File: config.mk
export PLATFORM = sky130hd
export DESIGN_NAME = triangle_tracker
export DESIGN_NICKNAME = d
export VERILOG_FILES = /design/src/rtl/waveform_pkg.sv /design/src/rtl/sat_counter.sv /design/src/rtl/triangle_tracker.sv
export SDC_FILE = /design/constraint.sdc
export NUM_CORES = 1
export LEC_CHECK = 0
export ABC_AREA = 0
export CELL_PAD_IN_SITES_DETAIL_PLACEMENT = 1
export CELL_PAD_IN_SITES_GLOBAL_PLACEMENT = 1
export CORE_MARGIN = 2
export CORE_UTILIZATION = 44
export DETAILED_ROUTE_END_ITERATION = 10
export PLACE_DENSITY_LB_ADDON = 0.1
export RECOVER_POWER = 100
export SYNTH_ARGS = -nofsm -noshare
export SYNTH_HDL_FRONTEND = slang
export SYNTH_SLANG_ARGS = --single-unit
File: constraint.sdc
create_clock -name clk -period 6.1 [get_ports clk]
set_input_delay 0.61 -clock clk [delete_from_list [all_inputs] [get_ports clk]]
set_output_delay 0.61 -clock clk [all_outputs]
set_load 0.05 [all_outputs]
File: src/rtl/waveform_pkg.sv
// Shared types for the up/down wave generators and the triangle tracker.
package waveform_pkg;

  typedef enum logic [1:0] {
    IDLE = 2'd0,
    SEED = 2'd1,
    UP   = 2'd2,
    DOWN = 2'd3
  } tracker_state_t;

  // Slope direction encoding shared with the generator: 0 = rising, 1 = falling.
  typedef enum logic {
    DIR_RISE = 1'b0,
    DIR_FALL = 1'b1
  } wave_dir_t;

endpackage

File: src/rtl/sat_counter.sv
// Saturating up-counter with synchronous clear and load-to-one.
module sat_counter #(
  parameter int unsigned W = 4
) (
  input  logic         clk,
  input  logic         clear,
  input  logic         load_one,
  input  logic         incr,
  output logic [W-1:0] count
);

  // Priority: clear, then restart at 1, then increment (held at all-ones).
  always_ff @(posedge clk) begin
    if (clear) begin
      count <= '0;
    end else if (load_one) begin
      count <= W'(1);
    end else if (incr && (count != '1)) begin
      count <= count + W'(1);
    end
  end

endmodule

File: src/rtl/triangle_tracker.sv
// Triangle-wave sample analyser: slope tracking, peak/trough events,
// trough-to-trough period measurement and step-size checking.
module triangle_tracker
  import waveform_pkg::*;
#(
  parameter int unsigned N        = 8,
  parameter int unsigned P        = N + 2,
  parameter int unsigned MAX_STEP = 1
) (
  input  logic         clk,
  input  logic         rst,
  input  logic         ena,
  input  logic [N-1:0] in,
  output logic         dir,
  output logic         peak,
  output logic         trough,
  output logic [N-1:0] extremum,
  output logic [P-1:0] period,
  output logic         period_valid,
  output logic         locked,
  output logic         step_err
);

  localparam int unsigned DW = N + 1;

  tracker_state_t      state;
  logic [N-1:0]        prev;
  logic                seen;
  logic [P-1:0]        count;

  logic signed [DW-1:0] delta;
  logic [DW-1:0]        mag;
  logic                 step_bad;
  logic                 rise;
  logic                 fall;
  logic                 trough_hit;

  // Non-wrapping signed delta between the new and previous sample.
  always_comb begin
    delta      = $signed({1'b0, in}) - $signed({1'b0, prev});
    mag        = delta[DW-1] ? DW'(-delta) : DW'(delta);
    step_bad   = (mag > DW'(MAX_STEP));
    rise       = !delta[DW-1] && (delta != '0);
    fall       = delta[DW-1];
    trough_hit = ena && (state == DOWN) && !step_bad && rise;
  end

  sat_counter #(
    .W (P)
  ) u_cnt (
    .clk      (clk),
    .clear    (rst),
    .load_one (trough_hit),
    .incr     (ena),
    .count    (count)
  );

  always_ff @(posedge clk) begin
    if (rst) begin
      state        <= IDLE;
      prev         <= '0;
      seen         <= 1'b0;
      dir          <= 1'b0;
      peak         <= 1'b0;
      trough       <= 1'b0;
      extremum     <= '0;
      period       <= '0;
      period_valid <= 1'b0;
      locked       <= 1'b0;
      step_err     <= 1'b0;
    end else begin
      peak         <= 1'b0;
      trough       <= 1'b0;
      period_valid <= 1'b0;
      step_err     <= 1'b0;
      if (ena) begin
        prev <= in;
        unique case (state)
          IDLE: begin
            state <= SEED;
          end
          SEED: begin
            if (rise) begin
              state <= UP;
              dir   <= 1'(DIR_RISE);
            end else if (fall) begin
              state <= DOWN;
              dir   <= 1'(DIR_FALL);
            end
          end
          UP: begin
            if (step_bad) begin
              state    <= SEED;
              dir      <= 1'(DIR_RISE);
              step_err <= 1'b1;
              locked   <= 1'b0;
              seen     <= 1'b0;
            end else if (fall) begin
              state    <= DOWN;
              dir      <= 1'(DIR_FALL);
              peak     <= 1'b1;
              extremum <= prev;
            end
          end
          DOWN: begin
            if (step_bad) begin
              state    <= SEED;
              dir      <= 1'(DIR_RISE);
              step_err <= 1'b1;
              locked   <= 1'b0;
              seen     <= 1'b0;
            end else if (rise) begin
              state    <= UP;
              dir      <= 1'(DIR_RISE);
              trough   <= 1'b1;
              extremum <= prev;
              seen     <= 1'b1;
              // A period needs two troughs since reset or the last step error.
              if (seen) begin
                period       <= count;
                period_valid <= 1'b1;
                locked       <= 1'b1;
              end
            end
          end
          default: state <= IDLE;
        endcase
      end
    end
  end

endmodule

* Word-level counts from Yosys, hierarchy flattened
Cells that the tools add are included.
Word-level totals: register bits 45, logic and storage cells 90, input bits 11, output and inout port bits 24
Operators by class: bitwise logic cells 6, magnitude comparators 1, mux-type cells 32, reductions and logical operators 24, add/sub/neg operators 3, equal/unequal tests 11
Operators by type and width (number):
- $mux W8 | 4
- $mux W1 | 17
- $pmux W8 S2 | 1
- $add A10 B1 Y10 const B | 1
- $mux W2 | 5
- $ne A10 B10 Y1 const B | 1
- $ne A2 B2 Y1 const B | 5
- $reduce_and A5 Y1 | 2
- $gt A9 B1 Y1 const B | 1
- $mux W9 | 1
- $neg A9 Y9 | 1
- $reduce_bool A9 Y1 | 1
- $sub A8 B8 Y9 | 1
- $pmux W2 S4 | 1
- $reduce_or A4 Y1 | 2
- $ne A3 B3 Y1 const B | 2
- $not A1 Y1 | 6
- $reduce_and A6 Y1 | 1
- $logic_and A1 B1 Y1 | 5
- $reduce_or A5 Y1 | 1
- $eq A2 B2 Y1 const B | 2
- $pmux W1 S2 | 2
- $reduce_and A4 Y1 | 1
- $reduce_bool A2 Y1 | 2
- 9 further kinds | 11

* Longest topological paths before layout
depth in word-level cells 8, mapped depth 13, mapped depth without buffers 12

* Hierarchy
Synthesis repeated with hierarchy kept, for this count alone.
Unflattened totals: cells, all modules 314, area, all modules 2860.2 µm²
By module, submodules not included:
- triangle_tracker | area each 2265.9 µm², cells an instance 246, times used 1, seq. area each 700.7 µm²
- sat_counter | area each 594.3 µm², cells an instance 68, times used 1, seq. area each 200.2 µm²

* Worst setup path after synthesis
Ideal clock, no wire load.
path kind input to register, start input port in[0], end register extremum[0], stages on the path 12, slack 2.680 ns, arrival time 3.348 ns, required time 6.028 ns, setup time 0.072 ns, path buffers 0, cells stage by stage inv_1 > ha_1 > inv_1 > fa_1 > a21o_1 > a211oi_4 > xnor2_1 > a2111oi_4 > and2_4 > o41a_4 > nor4_4 > mux2i_1
Between the ends: cells in the longest elaborated chain, start to end 6, elaborated cells between the ends (all ways) 12, classes of those cells add/sub: 2; order compare: 1; eq/ne: 4; mux: 1; reduce/logical: 4
RTL lines:
- start: declaration | line triangle_tracker.sv:13 | input logic [N-1:0] in,
- $sub A8 B8 Y9 * | line triangle_tracker.sv:40 | delta = $signed({1'b0, in}) - $signed({1'b0, prev});
- $neg A9 Y9 | line triangle_tracker.sv:41 | mag = delta[DW-1] ? DW'(-delta) : DW'(delta);
- $mux W9 | line triangle_tracker.sv:41
- $gt A9 B1 Y1 | line triangle_tracker.sv:42 | step_bad = (mag > DW'(MAX_STEP));
- $ne A2 B2 Y1 (no line)
- $reduce_and A6 Y1 (no line) *
- end signal: assignment | line triangle_tracker.sv:102 | extremum <= prev;
- end signal: assignment | line triangle_tracker.sv:116 | extremum <= prev;
- end: declaration | line triangle_tracker.sv:17 | output logic [N-1:0] extremum,
Mark *: on every way between the ends. The rest lies on a longest branch, timed or not. A chain may end at the register's enable or synchronous reset.

* Worst setup path after layout
start input port in[0], end register period[1]
Between the ends: cells in the longest elaborated chain, start to end 6, elaborated cells between the ends (all ways) 9, classes of those cells add/sub: 2; order compare: 1; mux: 1; bitwise: 1; reduce/logical: 4
RTL lines:
- $sub A8 B8 Y9 * | line triangle_tracker.sv:40
- $neg A9 Y9 | line triangle_tracker.sv:41
- $mux W9 | line triangle_tracker.sv:41
- $gt A9 B1 Y1 | line triangle_tracker.sv:42
- $not A1 Y1 (no line)
- $reduce_and A5 Y1 (no line) *
- end signal: assignment | line triangle_tracker.sv:120 | period <= count;
- end: declaration | line triangle_tracker.sv:18 | output logic [P-1:0] period,
Marked as above.

==> metrics.txt <==
status=finished, final reports clean; crit-path max FO=10; antenna cells=0; top cell type's share of synthesized area=a little over a third; Clk pwr share=29.1%; final net count=337; final setup skew=7.96 ps; crit path launch=in[0]; Mapped Area=0.00251 mm^2; Slew Limit Fails=0; Max transition margin=between 40% and 50%; setup_tns=0 ps; post-CTS sizing=0; Crit Path Category=in -> reg; Post-Syn Nets=306; Detail Placement HPWL=approximately 4200 um; H-tree Lvls=2; Yosys reg bits=45; R2R Path Start=prev[0]; largest net degree at the start of global routing=36; cells after synthesis=284; Worst path max stage delay=640 ps; Synth area leader=dfxtp_1; RSZ-0062 raised after global routing=false; gpl congestion=~0.79; wire per inst=15.1 um; total track usage=20.1%; Worst Path Required=6330 ps; initial antenna violation count=0; Synth area leaders=dfxtp_1 (36%), mux2i_1 (11%), nand2_1 (7.2%), ha_1 (5.0%), xnor2_1 (3.8%); Routed Wire Length=just under 6000 um; DR vias/cell=roughly 5.5; crit end category=flip-flop; Worst-path clk slew=80 ps; number of routed nets with antenna violations=0; vias in the first global route=2162; worst slew pin tran=around 850 ps; Power per Cell Area=215 mW/mm^2; commonest cells after routing, fill and taps aside=nand2_1 (48), dfxtp_1 (45), mux2i_1 (28), dlygate4sd3_1 (27), nor2_1 (18); Design Power=roughly 630 uW; final setup vio count=0; worst hold path startpoint=extremum[4]; Setup crit start kind=input pin; crit-path most repeated cell=inv_1; P_leak=1.13 nW; Fin. Hold Viols=0; Comb power frac=22.4%; CP cell instances=dlygate4sd3_1 -> inv_1 -> ha_1 -> inv_1 -> fa_1 -> a21o_1 -> a211oi_1 -> xnor2_1 -> a2111oi_0 -> o21ai_0 -> o31a_4 -> nor4_1 -> clkbuf_1 -> mux2i_1; Switch Pwr=197 uW; Final Critical Period=around 4700 ps; Avg Inst Size Synth=8.84 um^2; CTS max path bufs=2; max cap viols=0; switching share of power=31.1%; CP Data Arrival Time=4930 ps; IO Count=35; global-route wire length before repair=10200 um; Pre-antenna DRT Iters=4; die area=0.00632 mm^2; Sequential Power Share=48.5%; CTS sink cnt=45; Yosys warning total=0; Clock Tree Root=clkbuf_8; Worst IR Drop VDD=0.000105 V; # Post-CTS Setup Buffers=0; Max Fclk=213 MHz; vias post-DR=around 2100; P_int=436 uW; crit path max-delay cell type=clkbuf_1; hold_buf cts=0; GRT overflow=0; Worst Hold Class=reg -> reg; # port buffers=34; # rows=27; ratio of final minimum period to clock period=77.1%; Num CTS Buffers=5; DR DRC count=0; Worst-Skew Late Latency=300 ps; Initial Util=45.6%; Netlist cell types=52; die height=between 70 and 80 um; Iter 0 DRT Violations=74; die width=79.5 um; most common cell after layout, fill and taps aside=nand2_1; sequential fraction of the synthesis area=35.9%; area growth from synthesis to layout=17.3%; core area=around 0.0055 mm^2; CTS tree=yes; layout cells sized above 1=under 10%
metal layers:
layer | up-vias | share of wire [%] | routed length (um) | GRT usage (%)
li1 | 1067 | - | - | -
met1 | 1010 | 51 | 2970 | 27.7
met2 | 35 | 45 | 2650 | 32.8
met3 | 7 | 3.2 | 187 | 3.28
met4 | 0 | 1.1 | 63 | 5.17
met5 | - | 0 | 0 | 0
sequential cells by signal (all words and copies together), names as in the netlist:
name / count
step_err: 1
peak: 1
period: 10
prev: 8
locked: 1
extremum: 8
dir: 1
period_valid: 1
seen: 1
trough: 1
state: 2
u_cnt.count: 10
worst max-delay path: cells and delay by family:
kind            cells  cell delay (ps)
mux                 1              260
simple gates        1              300
buf+inv             4             1310
fa+ha+maj           2              590
compound gates      5             1690
xor+xnor            1              170
cells in the mapped netlist, drive strengths merged:
master	n
a2111oi	2
a211o	1
a211oi	5
a21o	4
a21oi	7
a311oi	1
a31o	1
a31oi	2
a32oi	1
and2	1
and3	7
and4b	1
buf	4
clkbuf	9
dfxtp	45
fa	1
ha	10
inv	13
mux2i	28
nand2	48
nand2b	1
nand3	3
nand3b	2
nand4	4
nor2	18
nor2b	3
nor3	12
nor3b	2
nor4	6
nor4b	1
o2111ai	1
o21a	3
o21ai	9
o21bai	1
o22ai	2
o31a	1
o31ai	2
o41a	1
or2	3
or3	2
xnor2	11
xor2	5
layout make-up:
cell class | instances | area, um^2
inverter | 13 | 48.8
fill | 662 | 2560
clock inverter | 1 | 7.51
clock buffer | 7 | 76.3
multi-input combinational | 213 | 1460
sequential | 45 | 901
timing repair buffer | 37 | 359
tap | 72 | 90.1
per-stage QoR:
step	area [um^2]	hold WS [ps]	cells	worst slack, ps	util, %
3_5_place_dp	2910	447	380	1880	52.9
4_1_cts	3000	462	388	2190	54.4
5_1_grt	2940	472	388	971	53.5
2_1_floorplan	2510	449	284	2680	-
3_3_place_gp	2910	443	380	1970	52.9
6_report	2940	456	388	1390	53.5
power by group through the flow:
| stage | registers [mW] | logic, mW | clock network, mW |
|---|---|---|---|
| floorplan | 0.313 | 0.116 | 0 |
| global placement | 0.313 | 0.148 | 0 |
| detailed placement | 0.314 | 0.150 | 0 |
| CTS | 0.307 | 0.152 | 0.191 |
| global route | 0.308 | 0.156 | 0.201 |
| finish | 0.307 | 0.142 | 0.184 |
path summary, 6_finish.rpt:
| path | end | slack [ps] | cells past startpoint |
|---|---|---|---|
| max | period[1] | 1390 | 14 |
| min reg2reg | extremum[4] | 460 | 2 |
| max reg2reg | period[1] | 1940 | 12 |
| min | extremum[4] | 460 | 2 |
kinds of logic (layout without fill, tap and decap cells):
family | Yosys count | count (layout) | synth area share (%)
xor gates and xnor gates | 16 | 16 | 5.58
and+or+nand+nor | 114 | 114 | 23.5
AOI/OAI and AO/OA | 44 | 44 | 14.0
buffers and inverters | 26 | 58 | 4.14
muxes | 28 | 28 | 11.2
DFF | 45 | 45 | 35.9
adders and majority gates | 11 | 11 | 5.78
Note: power is estimated with default switching activity, not from simulation.
